**src/rtl/instr_fetch.sv**
```systemverilog
// Instruction fetch unit: issues word reads, buffers {pc, instr} pairs for the decoder, handles redirects.
// Define FETCH_PREFETCH_EN for a two-entry prefetch buffer; otherwise a single instruction register is used.
module instr_fetch #(
    parameter logic [15:0] RESET_PC = 16'h0000
) (
    input  logic        clk,
    input  logic        reset,
    output logic        mem_req,
    output logic [15:0] mem_addr,
    input  logic        mem_ack,
    input  logic [15:0] mem_rdata,
    output logic [15:0] instr,
    output logic [15:0] instr_pc,
    output logic        instr_valid,
    input  logic        instr_ready,
    input  logic        redirect,
    input  logic [15:0] redirect_pc
);

`ifdef FETCH_PREFETCH_EN
    localparam int DEPTH = 2;
`else
    localparam int DEPTH = 1;
`endif
    localparam logic [1:0] DEPTH_CNT = 2'(DEPTH);

    typedef enum logic [1:0] {
        RUN     = 2'd0,
        FULL    = 2'd1,
        DISCARD = 2'd2
    } state_t;

    state_t      state_reg, state_next;
    logic [1:0]  count_reg, count_next;
    logic        rd_ptr_reg, rd_ptr_next;
    logic        wr_ptr_reg, wr_ptr_next;
    logic [15:0] fetch_pc_reg, fetch_pc_next;
    logic        mem_req_reg, mem_req_next;
    logic [15:0] mem_addr_reg, mem_addr_next;
    logic        push, pop;

    logic [15:0] pc_ent   [DEPTH];
    logic [15:0] data_ent [DEPTH];

    function automatic logic ptr_adv(input logic p);
        return (DEPTH > 1) ? ~p : 1'b0;
    endfunction

    // Buffer storage: one register pair per entry, written at the write pointer on push.
    for (genvar gi = 0; gi < DEPTH; gi++) begin : g_entry
        logic [15:0] pc_reg;
        logic [15:0] data_reg;

        always_ff @(posedge clk) begin
            if (reset) begin
                pc_reg   <= 16'h0000;
                data_reg <= 16'h0000;
            end else if (push && (wr_ptr_reg == 1'(gi))) begin
                pc_reg   <= mem_addr_reg;
                data_reg <= mem_rdata;
            end
        end

        assign pc_ent[gi]   = pc_reg;
        assign data_ent[gi] = data_reg;
    end

    assign instr_valid = (count_reg != 2'd0);
    assign instr       = data_ent[rd_ptr_reg];
    assign instr_pc    = pc_ent[rd_ptr_reg];
    assign mem_req     = mem_req_reg;
    assign mem_addr    = mem_addr_reg;

    always_comb begin
        push          = 1'b0;
        pop           = 1'b0;
        state_next    = state_reg;
        count_next    = count_reg;
        rd_ptr_next   = rd_ptr_reg;
        wr_ptr_next   = wr_ptr_reg;
        fetch_pc_next = fetch_pc_reg;
        mem_req_next  = mem_req_reg;
        mem_addr_next = mem_addr_reg;

        if (redirect) begin
            count_next    = 2'd0;
            rd_ptr_next   = 1'b0;
            wr_ptr_next   = 1'b0;
            fetch_pc_next = redirect_pc;
            if (mem_req_reg && !mem_ack) begin
                // The bus read cannot be withdrawn: keep presenting it and drop its data later.
                state_next = DISCARD;
            end else begin
                state_next    = RUN;
                mem_req_next  = 1'b1;
                mem_addr_next = redirect_pc;
            end
        end else begin
            case (state_reg)
                DISCARD: begin
                    if (mem_ack) begin
                        state_next    = RUN;
                        mem_req_next  = 1'b1;
                        mem_addr_next = fetch_pc_reg;
                    end
                end
                default: begin
                    push = (state_reg == RUN) && mem_req_reg && mem_ack;
                    pop  = instr_valid && instr_ready;
                    if (push) begin
                        fetch_pc_next = fetch_pc_reg + 16'd1;
                        wr_ptr_next   = ptr_adv(wr_ptr_reg);
                    end
                    if (pop) begin
                        rd_ptr_next = ptr_adv(rd_ptr_reg);
                    end
                    count_next = count_reg + 2'(push) - 2'(pop);
                    // A new request is only launched once the previous one has completed.
                    if (!mem_req_reg || mem_ack) begin
                        mem_req_next  = (count_next < DEPTH_CNT);
                        mem_addr_next = fetch_pc_next;
                    end
                    state_next = (count_next == DEPTH_CNT) ? FULL : RUN;
                end
            endcase
        end
    end

    always_ff @(posedge clk) begin
        if (reset) begin
            state_reg    <= RUN;
            count_reg    <= 2'd0;
            rd_ptr_reg   <= 1'b0;
            wr_ptr_reg   <= 1'b0;
            fetch_pc_reg <= RESET_PC;
            mem_req_reg  <= 1'b0;
            mem_addr_reg <= RESET_PC;
        end else begin
            state_reg    <= state_next;
            count_reg    <= count_next;
            rd_ptr_reg   <= rd_ptr_next;
            wr_ptr_reg   <= wr_ptr_next;
            fetch_pc_reg <= fetch_pc_next;
            mem_req_reg  <= mem_req_next;
            mem_addr_reg <= mem_addr_next;
        end
    end

endmodule
```
**config.mk**
```make
export PLATFORM = sky130hd
export DESIGN_NAME = instr_fetch
export DESIGN_NICKNAME = d
export VERILOG_FILES = /design/src/rtl/instr_fetch.sv
export SDC_FILE = /design/constraint.sdc
export NUM_CORES = 1
export LEC_CHECK = 0
export ABC_AREA = 1
export BUFFER_PORTS_ARGS = -buffer_cell sky130_fd_sc_hd__buf_4
export CAP_MARGIN = 40
export CELL_PAD_IN_SITES_DETAIL_PLACEMENT = 1
export CELL_PAD_IN_SITES_GLOBAL_PLACEMENT = 1
export CORE_ASPECT_RATIO = 1.25
export CORE_MARGIN = 4
export CORE_UTILIZATION = 39
export CTS_CLUSTER_SIZE = 30
export DETAILED_ROUTE_END_ITERATION = 16
export PLACE_DENSITY_LB_ADDON = 0.1
export SYNTH_ARGS = -nofsm -noshare
export SYNTH_HDL_FRONTEND = slang
export SYNTH_SLANG_ARGS = --single-unit
```
**constraint.sdc**
```tcl
create_clock -name clk -period 4.08 [get_ports clk]
set_input_delay 0.612 -clock clk [delete_from_list [all_inputs] [get_ports clk]]
set_output_delay 0.612 -clock clk [all_outputs]
set_load 0.02 [all_outputs]
```
=== Word-level counts from Yosys, hierarchy flattened ===
Cells that the tools add are included.
Widths: inputs -> output; s select.

* Register bits: 69
* Word-level logic and storage cells: 48
* Input port bits: 37

* $lt $le $gt $ge: 1
* Add/subtract/negate cells: 3
* Reduce and logical (&&, ||, !) cells: 12
* Multiplexer cells: 20
* Eq/ne operators: 5

{| class="wikitable"
|+ Operators by type and width
! cell !! number
|-
| $mux 16 || 8
|-
| $add 16x1->16 const B || 1
|-
| $mux 1 || 8
|-
| $mux 2 || 4
|-
| $logic_and 1x1->1 || 4
|-
| $ne 2x2->1 const B || 2
|-
| $ne 3x3->1 const B || 1
|-
| $reduce_and 3->1 || 1
|-
| $reduce_bool 3->1 || 1
|-
| $add 2x1->2 || 1
|-
| $eq 2x1->1 const B || 1
|-
| $eq 2x2->1 const B || 1
|-
| $logic_not 1->1 || 2
|-
| $logic_not 2->1 || 1
|-
| $lt 2x1->1 const B || 1
|-
| $reduce_bool 2->1 || 1
|-
| $reduce_or 2->1 || 1
|-
| $sub 2x1->2 || 1
|-
| $logic_or 1x1->1 || 1
|}

=== Depth between registers and ports, before layout ===
Gate-level depths: netlist of the first run.

* Depth after elaboration: 9
* Mapped depth: 13
* Mapped depth without buffers: 11

=== Worst setup path after synthesis of the first run ===
OpenSTA, ideal clock, no wires.

* Path kind: input to register
* Start: input mem_ack
* End: register mem_req_reg, in the netlist mem_req
* Setup time: 0.132 ns
* Slack: 1.994 ns
* Path buffers: 2
* Data arrival time: 1.953 ns
* Required time: 3.948 ns
* Cell stages on the path: 12
* Cells stage by stage: nand2_2 > nor2_2 > buf_6 > buf_2 > xnor2_1 > ha_1 > xnor2_1 > or2_1 > nand3_1 > nand2_1 > nand2_1 > a21oi_1

* Word-level cells in the longest chain between the ends: 7

{| class="wikitable"
|+ Ends and longest elaborated chain
! element !! RTL line !! RTL
|-
| start: declaration || 10 || <nowiki>input logic mem_ack,</nowiki>
|-
| $logic_and 1x1->1 || 108 || <nowiki>push = (state_reg == RUN) && mem_req_reg && mem_ack;</nowiki>
|-
| $add 2x1->2 || 117 || <nowiki>count_next = count_reg + 2'(push) - 2'(pop);</nowiki>
|-
| $sub 2x1->2 || 117 ||
|-
| $lt 2x1->1 || 120 || <nowiki>mem_req_next = (count_next < DEPTH_CNT);</nowiki>
|-
| $mux 1 || 119 || <nowiki>if (!mem_req_reg || mem_ack) begin</nowiki>
|-
| $mux 1 || 99 || <nowiki>case (state_reg)</nowiki>
|-
| $mux 1 || 85 || <nowiki>if (redirect) begin</nowiki>
|-
| end signal: assignment || 144 || <nowiki>mem_req_reg <= mem_req_next;</nowiki>
|-
| end: declaration || 38 || <nowiki>logic mem_req_reg, mem_req_next;</nowiki>
|}

Parallel ways exist; a longest one is shown, timed or not. The select of a mux whose other input is x is not followed.
A chain may end at the register's enable or synchronous reset.

=== Worst setup path in the final report of the first run ===
* Start: register mem_req_reg, in the netlist mem_req
* End: register mem_addr_reg[14], in the netlist mem_addr[14]

* Word-level cells in the longest chain between the ends: 6

{| class="wikitable"
|+ Ends and longest elaborated chain
! element !! RTL line !! RTL
|-
| $logic_and 1x1->1 (2 in a row) || 108 ||
|-
| $mux 16 || 110 || <nowiki>if (push) begin</nowiki>
|-
| $mux 16 || 119 ||
|-
| $mux 16 || 99 ||
|-
| $mux 16 || 85 ||
|-
| end signal: assignment || 145 || <nowiki>mem_addr_reg <= mem_addr_next;</nowiki>
|-
| end: declaration || 39 || <nowiki>logic [15:0] mem_addr_reg, mem_addr_next;</nowiki>
|}

Parallel ways exist; a longest one is shown, timed or not. The select of a mux whose other input is x is not followed.

==> results of run 1 <==
[worst max-delay path, cell delays in order, from the launching register on]
cell and delay, ns:
dfxtp_1 0.44, nand2_2 0.09, nor2_2 0.45, buf_4 0.40
nand3_2 0.19, nor2_1 0.17, nand3_1 0.09, nand3_1 0.12
nand2_1 0.07, nand2_1 0.06, nand2_1 0.04
[synth_stat cells (3+ instances only)]
master / n / area share, %
a21oi_1: 43 / 7.2
a22oi_1: 4 / 1.0
a31oi_1: 3 / 0.63
buf_2: 7 / 1.2
clkbuf_1: 9 / 1.1
dfxtp_1: 69 / 46
inv_1: 26 / 3.3
mux2i_1: 5 / 1.7
nand2_1: 105 / 13
nand3_1: 49 / 8.2
nand4_1: 3 / 0.63
nor2_1: 22 / 2.8
nor2_2: 3 / 0.63
nor3_1: 3 / 0.50
o21ai_0: 11 / 1.8
xnor2_1: 6 / 1.8
xor2_1: 4 / 1.2
[cell families (layout without fill, tap and decap cells)]
group                      Yosys count  in the layout  share of synthesized area (%)
and+or+nand+nor                    194            194                           28.9
muxes                                5              5                           1.68
DFF                                 69             69                           46.3
AOI/OAI and AO/OA                   67             67                           12.4
xor gates and xnor gates            10             10                           2.93
buffers and inverters               47            132                           7.00
adders and majority gates            2              2                          0.838
[power by group through the flow]
stage	sequential [mW]	clock (mW)	combinational, mW
final	0.737	0.582	0.225
after global routing	0.742	0.629	0.251
after CTS	0.737	0.599	0.228
after detailed placement	0.752	0	0.228
after global placement	0.752	0	0.222
after floorplan	0.773	0	0.111
[how the worst min path moves through the flow]
stage	startpoint	cells after the start	end
2_1_floorplan	count_reg[0]	2	count_reg[0]
3_3_place_gp	g_entry[0].pc_reg[8]	2	g_entry[0].pc_reg[8]
3_5_place_dp	data_ent[7]	2	data_ent[7]
4_1_cts	data_ent[7]	2	data_ent[7]
5_1_grt	data_ent[15]	2	data_ent[15]
6_report	data_ent[7]	2	data_ent[7]
[routing by layer]
layer | wire length, µm | share of wire (%) | vias up | track usage [%]
met3 | 359 | 4.3 | 6 | 2.89
met1 | 3740 | 45 | 1381 | 24.6
met5 | 0 | 0 | - | 0
met2 | 4130 | 50 | 60 | 31.1
met4 | 58 | 0.70 | 0 | 6.35
li1 | - | - | 1453 | -
[metrics by stage]
step	setup slack [ns]	hold WS [ns]
6_report	1.86	0.465
5_1_grt	1.60	0.496
3_3_place_gp	1.67	0.449
4_1_cts	1.84	0.468
2_1_floorplan	1.99	0.454
3_5_place_dp	1.60	0.457
[area by class of cell]
class                           instances  share of cell area [%]
Clock inverter                          5                    1.48
Sequential cell                        69                    35.6
Tap cell                               92                    2.97
Multi-Input combinational cell        278                    36.0
Inverter                               27                    2.64
Clock buffer                           11                    3.90
Timing Repair Buffer                   89                    17.4
==> impl_results.md, run 1 <==
- Asr flop ratio synth: 0%
- CTS Hold Bufs: 0
- # port buffers: 86
- Fin crit share: 54.4%
- RSZ-0062 raised after global routing: no
- Dpl cells: ~560
- Gr usage total: 18.8%
- Comb power frac: 14.6%
- Fill cells: 986
- Startpoint Class: flip-flop
- Reg2Reg Depth: 10
- Post-route cell area: 3880 µm²
- Hold Crit Class: flip-flop to flip-flop
- Crit-path max FO: 27
- Via density: 5.08
- Tmin final: 2.22 ns
- Die Ht: roughly 110 µm
- Post-CTS Setup Inserts: 0
- Sw Share: 27.7%
- Yosys cell types: 32
- Data required, critical path: about 4.3 ns
- Seq/Total Area, Yosys: between 40% and 50%
- Drt wl/cell: 14.5 µm
- Vias after detailed routing: a little under 3000
- Final clock skew: 0.00790 ns
- First-pass GRT wire length: ~14000 µm
- Power per cell area: slightly below 400 nW/µm²
- Chip width: 86.3 µm
- Max-cap violation count: 0
- Hold Vio Cnt, Final: 0
- Antenna diodes: 0
- CTS tree: done
- Cells after synthesis: 394
- Relative slew margins: between 60 and 70%
- Num CTS Buffers: 9
- Starting density of the core: 40.4%
- Final Util: around 52%
- Nets: ~500
- Setup CP Type: flip-flop to flip-flop
- Routed WL: 8280 µm
- Crit path to: mem_addr[14]
- Core area: 7400 µm²
- Initial antenna violation count: 0
- Critical path capture point type: flip-flop
- Clk Tree Root Cell: clkbuf_8
- Most frequent cells in the layout: nand2_1 (105), buf_4 (88), dfxtp_1 (69)
- Primary FF master, synth: dfxtp_1
- NetSw: 0.428 mW
- Clock power share: 37.7%
- FP Rows: 35
- Mapped Nets: 433
- Mapped Area: 2990 µm²
- Number of synthesized flops with an enable pin: 0
- Reg-to-reg critical path endpoint: mem_addr[14]
- Vias in the first global route: 2878
- DP Area: 3670 µm²
- Grt total ovfl: 0
- Finished Layout Cells: 571
- Ys Warns: 0
- Leading cell type in the layout, fill and taps excluded: nand2_1
- Reg2reg setup slack: 1.86 ns
- Detailed Routing Iterations Pass 1: 4
- DP HPWL: 5990 µm
- Clock Latency Late Sink: 0.34 ns
- Worst-path clk slew: 0.08 ns
- Layout cells sized above 1: around a quarter
- DR DRC count: 0
- Area of the multi-input gates: 1400 µm²
- Reg power frac: 47.7%
- Max VDD drop: approximately 190 µV
- Total power: between 1.5 and 2 mW
- Gpl congestion: 0.834
- F_max: ~0.45 GHz
- Status: finished, final reports clean
- Synth Register Bits: 69
- Deepest clock path buffer count: 2
- Num ports: 87
- Crit path DAT: 2.46 ns
- Worst Max-Slew Pin Slew: 0.583 ns
- Clock H-tree levels: 3
- Final Max Slew Viols: 0
- Largest net degree at the start of global routing: 54
- Setup-failing EPs final: 0
- Pint: roughly 1.1 mW
- Layout area overhead: 29.9%
- Antenna-violating nets left: 0
- Critical path startpoint: mem_req
- Leakage power: 1.74 nW
- Syn avg cell area: 7.58 µm²
- FF+latch area: 1380 µm²
- Crit Reg-Reg Startpoint: mem_req
- Final TNS setup: 0 ns
- DRT iter0 DRCs: between 80 and 90
- Die area: around 9100 µm²
- Post-CTS Resized: 0
- Clk sinks: 69
(Power assumes the default switching activity.)
==> run 2, diff against run 1 <==
--- a/config.mk
+++ b/config.mk
@@ -12,7 +12,7 @@
 export CELL_PAD_IN_SITES_GLOBAL_PLACEMENT = 1
 export CORE_ASPECT_RATIO = 1.25
 export CORE_MARGIN = 4
-export CORE_UTILIZATION = 39
+export CORE_UTILIZATION = 33
 export CTS_CLUSTER_SIZE = 30
 export DETAILED_ROUTE_END_ITERATION = 16
 export PLACE_DENSITY_LB_ADDON = 0.1
==> constraint.sdc (replaced) <==
create_clock -name clk -period 2 [get_ports clk]
set_input_delay 0.3 -clock clk [delete_from_list [all_inputs] [get_ports clk]]
set_output_delay 0.3 -clock clk [all_outputs]
set_load 0.02 [all_outputs]
==> run 2 against run 1 <==
Cell area up 1.2%. Clock skew increased by 0.0075 ns. Power up 97%. Sequential cell count stayed put. Fmax rose by 29%. Register-to-register slack lost 1.6 ns. Via count down 2.2%. Non-clock buffer count increased by 4. Sequential share of layout area is 0.38 points lower. Largest power group unchanged.
==> impl_results.md, run 2 (synthesis gave the netlist of run 1 again) <==
- Tmin final: 1.72 ns (-0.496 ns)
- Crit path DAT: 1.94 ns (-0.52 ns)
- Post-CTS Resized: 0 (unchanged)
- DRT iter0 DRCs: 105 (+18%)
- Hold Path End: fetch_pc_reg[2]
- Data required, critical path: 2.22 ns (-2.10 ns)
- Final TNS setup: 0 ns (unchanged)
- Worst-path clk slew: 0.08 ns (about the same)
- Pre-CTS setup slack: 0.292 ns (-1.31 ns)
- Dpl cells: 587 (+5.8%)
- Clk sinks: 69 (unchanged)
- Reg-to-reg critical path endpoint: mem_req
- CTS tree: done
- Status: finished, final reports clean
- DR DRC count: 0 (unchanged)
- Total power: 3.04 mW (+97%)
- Largest net degree at the start of global routing: 35 (-35%)
- Clock Latency Late Sink: 0.35 ns (about the same)
- Final clock skew: 0.0154 ns (+0.00753 ns)
- Hold Crit Class: primary input to flip-flop
- Setup-failing EPs final: 0 (unchanged)
- Chip width: 93.1 µm (+7.9%)
- Gpl congestion: 0.733 (-12%)
- Relative slew margins: 71.7% (+11 points)
- Critical path capture point type: flip-flop
- Drt wl/cell: 14.3 µm (-1.1%)
- # port buffers: 86 (unchanged)
- Vias after detailed routing: 2835 (-2.2%)
- DP Area: 3740 µm² (+1.9%)
- Reg2reg setup slack: 0.28 ns (-1.58 ns)
- First-pass GRT wire length: 14300 µm (+3.7%)
- Most frequent cells in the layout: nand2_1 (105), buf_4 (92), dfxtp_1 (68)
- Crit Reg-Reg Startpoint: count_reg[1]
- Critical path startpoint: count_reg[1]
- Antenna-violating nets left: 0 (unchanged)
- Clk Tree Root Cell: clkbuf_8
- DP HPWL: 6390 µm (+6.7%)
- Final Max Slew Viols: 0 (unchanged)
- Fin crit share: 86.1% (+32 points)
- Core area: 8750 µm² (+18%)
- Nets: 517 (+0.78%)
- Reg2Reg Depth: 11 (+1)
- FP Rows: 38 (+8.6%)
- WHS: 0.213 ns (-0.251 ns)
- Leading cell type in the layout, fill and taps excluded: nand2_1
- Deepest clock path buffer count: 2 (unchanged)
- Setup WS post-layout: 0.278 ns (-1.58 ns)
- Routed WL: 8650 µm (+4.5%)
- Worst Max-Slew Pin Slew: 0.422 ns (-0.160 ns)
- RSZ-0062 raised after global routing: no
- Power per cell area: 775 nW/µm² (+95%)
- CTS Hold Bufs: 0 (unchanged)
- Crit-path max FO: 2 (-93%)
- Die Ht: 114 µm (+8.0%)
- Cells on Worst Hold Path: 3 (+1)
- Die area: 10600 µm² (+17%)
- Initial antenna violation count: 0 (unchanged)
- Max VDD drop: 289 µV (+53%)
- Grt total ovfl: 0 (unchanged)
- Hold Vio Cnt, Final: 0 (unchanged)
- Post-CTS Setup Inserts: 0 (unchanged)
- Setup CP Type: flip-flop to flip-flop
- Clock H-tree levels: 3 (unchanged)
- Antenna diodes: 0 (unchanged)
- Starting density of the core: 34.1% (-6.2 points)
- Final Util: 44.9% (-7.6 points)
- Hold Startpoint: redirect_pc[2]
- Layout area overhead: 31.4%
- F_max: 0.581 GHz (+29%)
- Detailed Routing Iterations Pass 1: 4 (unchanged)
- Leakage power: 1.74 nW (-0.16%)
- Vias in the first global route: 2858 (-0.69%)
- Finished Layout Cells: 603 (+5.6%)
- Num CTS Buffers: 9 (unchanged)
- Layout cells sized above 1: 25.5% (+0.83 points)
- Gr usage total: 16.9% (-1.9 points)
- Max-cap violation count: 0 (unchanged)
- Startpoint Class: flip-flop
- Post-route cell area: 3930 µm² (+1.2%)
- Via density: 4.70 (-7.4%)
- Num ports: 87 (unchanged)
-- run 2: cell types whose count changed in the layout (fill, tap and decap cells not counted) --
cell | before | now
buf_4 | 88 | 92
clkinvlp_4 | 0 | 3
buf_12 | 0 | 1
buf_8 | 1 | 0
bufinv_16 | 1 | 0
clkbuf_8 | 11 | 10
clkinv_2 | 3 | 2
clkinv_4 | 1 | 0
dfxtp_1 | 69 | 68
dfxtp_2 | 0 | 1
inv_6 | 1 | 2
-- run 2: report_power, final --
group	total (mW)	internal [mW]	switching, mW
combinational	0.471	0.194	0.277
clock	1.07	0.490	0.576
sequential	1.50	1.44	0.0600
-- run 2: final cells by class --
| class | instances | area (µm²) |
|---|---|---|
| Clock buffer | 10 | 138 |
| Clock inverter | 6 | 45.0 |
| Fill cell | 1138 | 4820 |
| Inverter | 27 | 103 |
| Multi-Input combinational cell | 278 | 1400 |
| Sequential cell | 69 | 1380 |
| Tap cell | 120 | 150 |
| Timing Repair Buffer | 93 | 711 |
-- run 2: how the worst max path moves through the flow --
stage	endpoint	slack, ns	cells past startpoint
2_1_floorplan	mem_req	0.09	12
3_3_place_gp	mem_req	0.36	11
3_5_place_dp	mem_req	0.29	11
4_1_cts	mem_req	0.26	11
5_1_grt	mem_req	0.14	11
6_report	mem_req	0.28	11
-- run 2: critical path: stages (launching register included) --
cell and delay, ns:
dfxtp_1 0.37, inv_1 0.07, nand2_1 0.08, nand2_1 0.09
xnor2_1 0.14, ha_1 0.20, xnor2_1 0.14, or2_1 0.26
nand3_1 0.09, nand2_1 0.05, nand2_1 0.07, a21oi_1 0.05
-- run 2: layer usage --
| layer | part of all wire (%) | GRT usage (%) | vias to the layer above |
|---|---|---|---|
| met5 | 0 | 0 | - |
| li1 | - | - | 1463 |
| met2 | 48 | 27.5 | 55 |
| met4 | 1.4 | 5.87 | 0 |
| met3 | 4.5 | 3.68 | 10 |
| met1 | 46 | 22.0 | 1307 |
==> run 3, diff against run 2 <==
--- a/config.mk
+++ b/config.mk
@@ -10,11 +10,11 @@
 export CAP_MARGIN = 40
 export CELL_PAD_IN_SITES_DETAIL_PLACEMENT = 1
 export CELL_PAD_IN_SITES_GLOBAL_PLACEMENT = 1
-export CORE_ASPECT_RATIO = 1.25
 export CORE_MARGIN = 4
 export CORE_UTILIZATION = 33
 export CTS_CLUSTER_SIZE = 30
 export DETAILED_ROUTE_END_ITERATION = 16
+export HOLD_SLACK_MARGIN = 0.06
 export PLACE_DENSITY_LB_ADDON = 0.1
 export SYNTH_ARGS = -nofsm -noshare
 export SYNTH_HDL_FRONTEND = slang
==> run 3 against run 2 <==
Global-route usage increased by 0.15 points. Clock power increased by 16%. Final cell count decreased by 2.2%. Via count increased by 1.8%. Sequential cell count unchanged. First-iteration DRC count decreased by 40%. Power increased by 5.7%. Register-to-register slack improved by 0.07 ns. Die area about the same. Sequential share of layout area about the same. Worst setup slack improved by 0.069 ns.
==> impl_results.md, run 3 (synthesis gave the netlist of run 1 again) <==
- Grt total ovfl: 0 (unchanged)
- Drt wl/cell: 15.0 µm (+4.4%)
- Data required, critical path: 2.23 ns (about the same)
- Chip width: 103 µm (+11%)
- DRT iter0 DRCs: 63 (-40%)
- Most frequent cells in the layout: nand2_1 (105), buf_4 (93), dfxtp_1 (68)
- Vias in the first global route: 2952 (+3.3%)
- Critical path capture point type: flip-flop
- Fin crit share: 82.7% (-3.4 points)
- Deepest clock path buffer count: 2 (unchanged)
- CTS Hold Bufs: 0 (unchanged)
- Gr usage total: 17.0% (+0.15 points)
- Worst-path clk slew: 0.08 ns (about the same)
- First-pass GRT wire length: 14100 µm (-0.87%)
- Final Max Slew Viols: 0 (unchanged)
- DP Area: 3710 µm² (-0.74%)
- Relative slew margins: 72.3% (+0.54 points)
- Hold Startpoint: mem_rdata[10]
- Post-CTS Setup Inserts: 0 (unchanged)
- Starting density of the core: 34.1% (-0.058 points)
- DP HPWL: 6540 µm (+2.3%)
- FP Rows: 34 (-11%)
- Clock H-tree levels: 3 (unchanged)
- Tmin final: 1.65 ns (-0.0688 ns)
- Detailed Routing Iterations Pass 1: 4 (unchanged)
- Vias after detailed routing: 2885 (+1.8%)
- Crit Reg-Reg Startpoint: count_reg[1]
- Num CTS Buffers: 9 (unchanged)
- Hold Crit Class: primary input to flip-flop
- Leakage power: 1.75 nW (+0.66%)
- Final clock skew: 0.00936 ns (-0.00606 ns)
- Setup CP Type: flip-flop to flip-flop
- Critical path startpoint: count_reg[1]
- Hold Vio Cnt, Final: 0 (unchanged)
- DR DRC count: 0 (unchanged)
- Post-CTS Resized: 0 (unchanged)
- Antenna-violating nets left: 0 (unchanged)
- # port buffers: 86 (unchanged)
- CTS tree: done
- Layout area overhead: 31.5% (about the same)
- Power per cell area: 819 nW/µm² (+5.7%)
- Max-cap violation count: 0 (unchanged)
- Die Ht: 103 µm (-9.8%)
- Leading cell type in the layout, fill and taps excluded: nand2_1
- Crit-path max FO: 2 (unchanged)
- Die area: 10600 µm² (about the same)
- Clk Tree Root Cell: clkbuf_8
- Final TNS setup: 0 ns (unchanged)
- Status: finished, final reports clean
- Antenna diodes: 0 (unchanged)
- Setup-failing EPs final: 0 (unchanged)
- Largest net degree at the start of global routing: 33 (-5.7%)
- Via density: 4.89 (+4.0%)
- Clock Latency Late Sink: 0.34 ns (about the same)
- Layout cells sized above 1: 25.3% (-0.15 points)
- Routed WL: 8840 µm (+2.2%)
- RSZ-0062 raised after global routing: no
- Initial antenna violation count: 0 (unchanged)
- Gpl congestion: 0.775 (+5.7%)
- Core area: 8760 µm² (+0.17%)
- Post-route cell area: 3930 µm² (about the same)
- Nets: 517 (unchanged)
- Num ports: 87 (unchanged)
- Max VDD drop: 387 µV (+34%)
- Worst Max-Slew Pin Slew: 0.414 ns (-0.00806 ns)
- Startpoint Class: flip-flop
- F_max: 0.605 GHz (+4.2%)
- Crit path DAT: 1.88 ns (-0.06 ns)
- Clk sinks: 69 (unchanged)
## run 3: changes by cell type in the layout (fill, tap and decap cells not counted)
| cell | before | now |
|---|---|---|
| buf_12 | 1 | 0 |
| buf_4 | 92 | 93 |
| bufinv_16 | 0 | 2 |
| clkbuf_8 | 10 | 9 |
| clkinv_4 | 0 | 1 |
| clkinvlp_4 | 3 | 2 |
| inv_6 | 2 | 0 |
## run 3: cell type report
type	instances	area [µm²]
clock buffer	9	124
inverter	27	103
fill	1134	4840
multi-input combinational	278	1400
clock inverter	6	88.8
tap	108	135
timing repair buffer	93	698
sequential	69	1380
## run 3: routing by layer
| metal | global-route usage (%) | part of all wire [%] | up-vias |
|---|---|---|---|
| li1 | - | - | 1452 |
| met1 | 22.6 | 47 | 1364 |
| met2 | 27.6 | 47 | 59 |
| met3 | 3.25 | 5.1 | 10 |
| met4 | 5.98 | 1.0 | 0 |
| met5 | 0 | 0 | - |
## run 3: final timing paths
check | end | slack (ns) | cells after the start
setup / recovery | mem_req | 0.35 | 11
hold / removal | data_ent[10] | 0.23 | 3
setup reg to reg | mem_req | 0.35 | 11
hold reg to reg | g_entry[0].pc_reg[15] | 0.46 | 2
## run 3: power breakdown
group / total [mW] / internal, mW / switching, mW / leakage (nW)
clock: 1.24 / 0.695 / 0.545 / 0.101
combinational: 0.469 / 0.192 / 0.277 / 1.08
sequential: 1.51 / 1.44 / 0.0628 / 0.564
## run 3: through the flow
stage	util [%]	power (mW)	setup slack (ns)	instances	hold WS (ns)
finish	44.8	3.22	0.347	590	0.231
global route	44.8	3.36	0.165	590	0.231
CTS	44.8	3.26	0.328	590	0.218
detailed placement	42.4	2.01	0.346	575	0.456
global placement	42.4	2.00	0.402	575	0.452
floorplan	-	1.80	0.0889	394	0.454
## run 3: worst max-delay path, cell delays in order (launching register included)
cell and delay, ns:
dfxtp_1 0.36, inv_1 0.06, nand2_1 0.08, nand2_1 0.09, xnor2_1 0.14, ha_1 0.19
xnor2_1 0.14, or2_1 0.24, nand3_1 0.08, nand2_1 0.05, nand2_1 0.07, a21oi_1 0.05
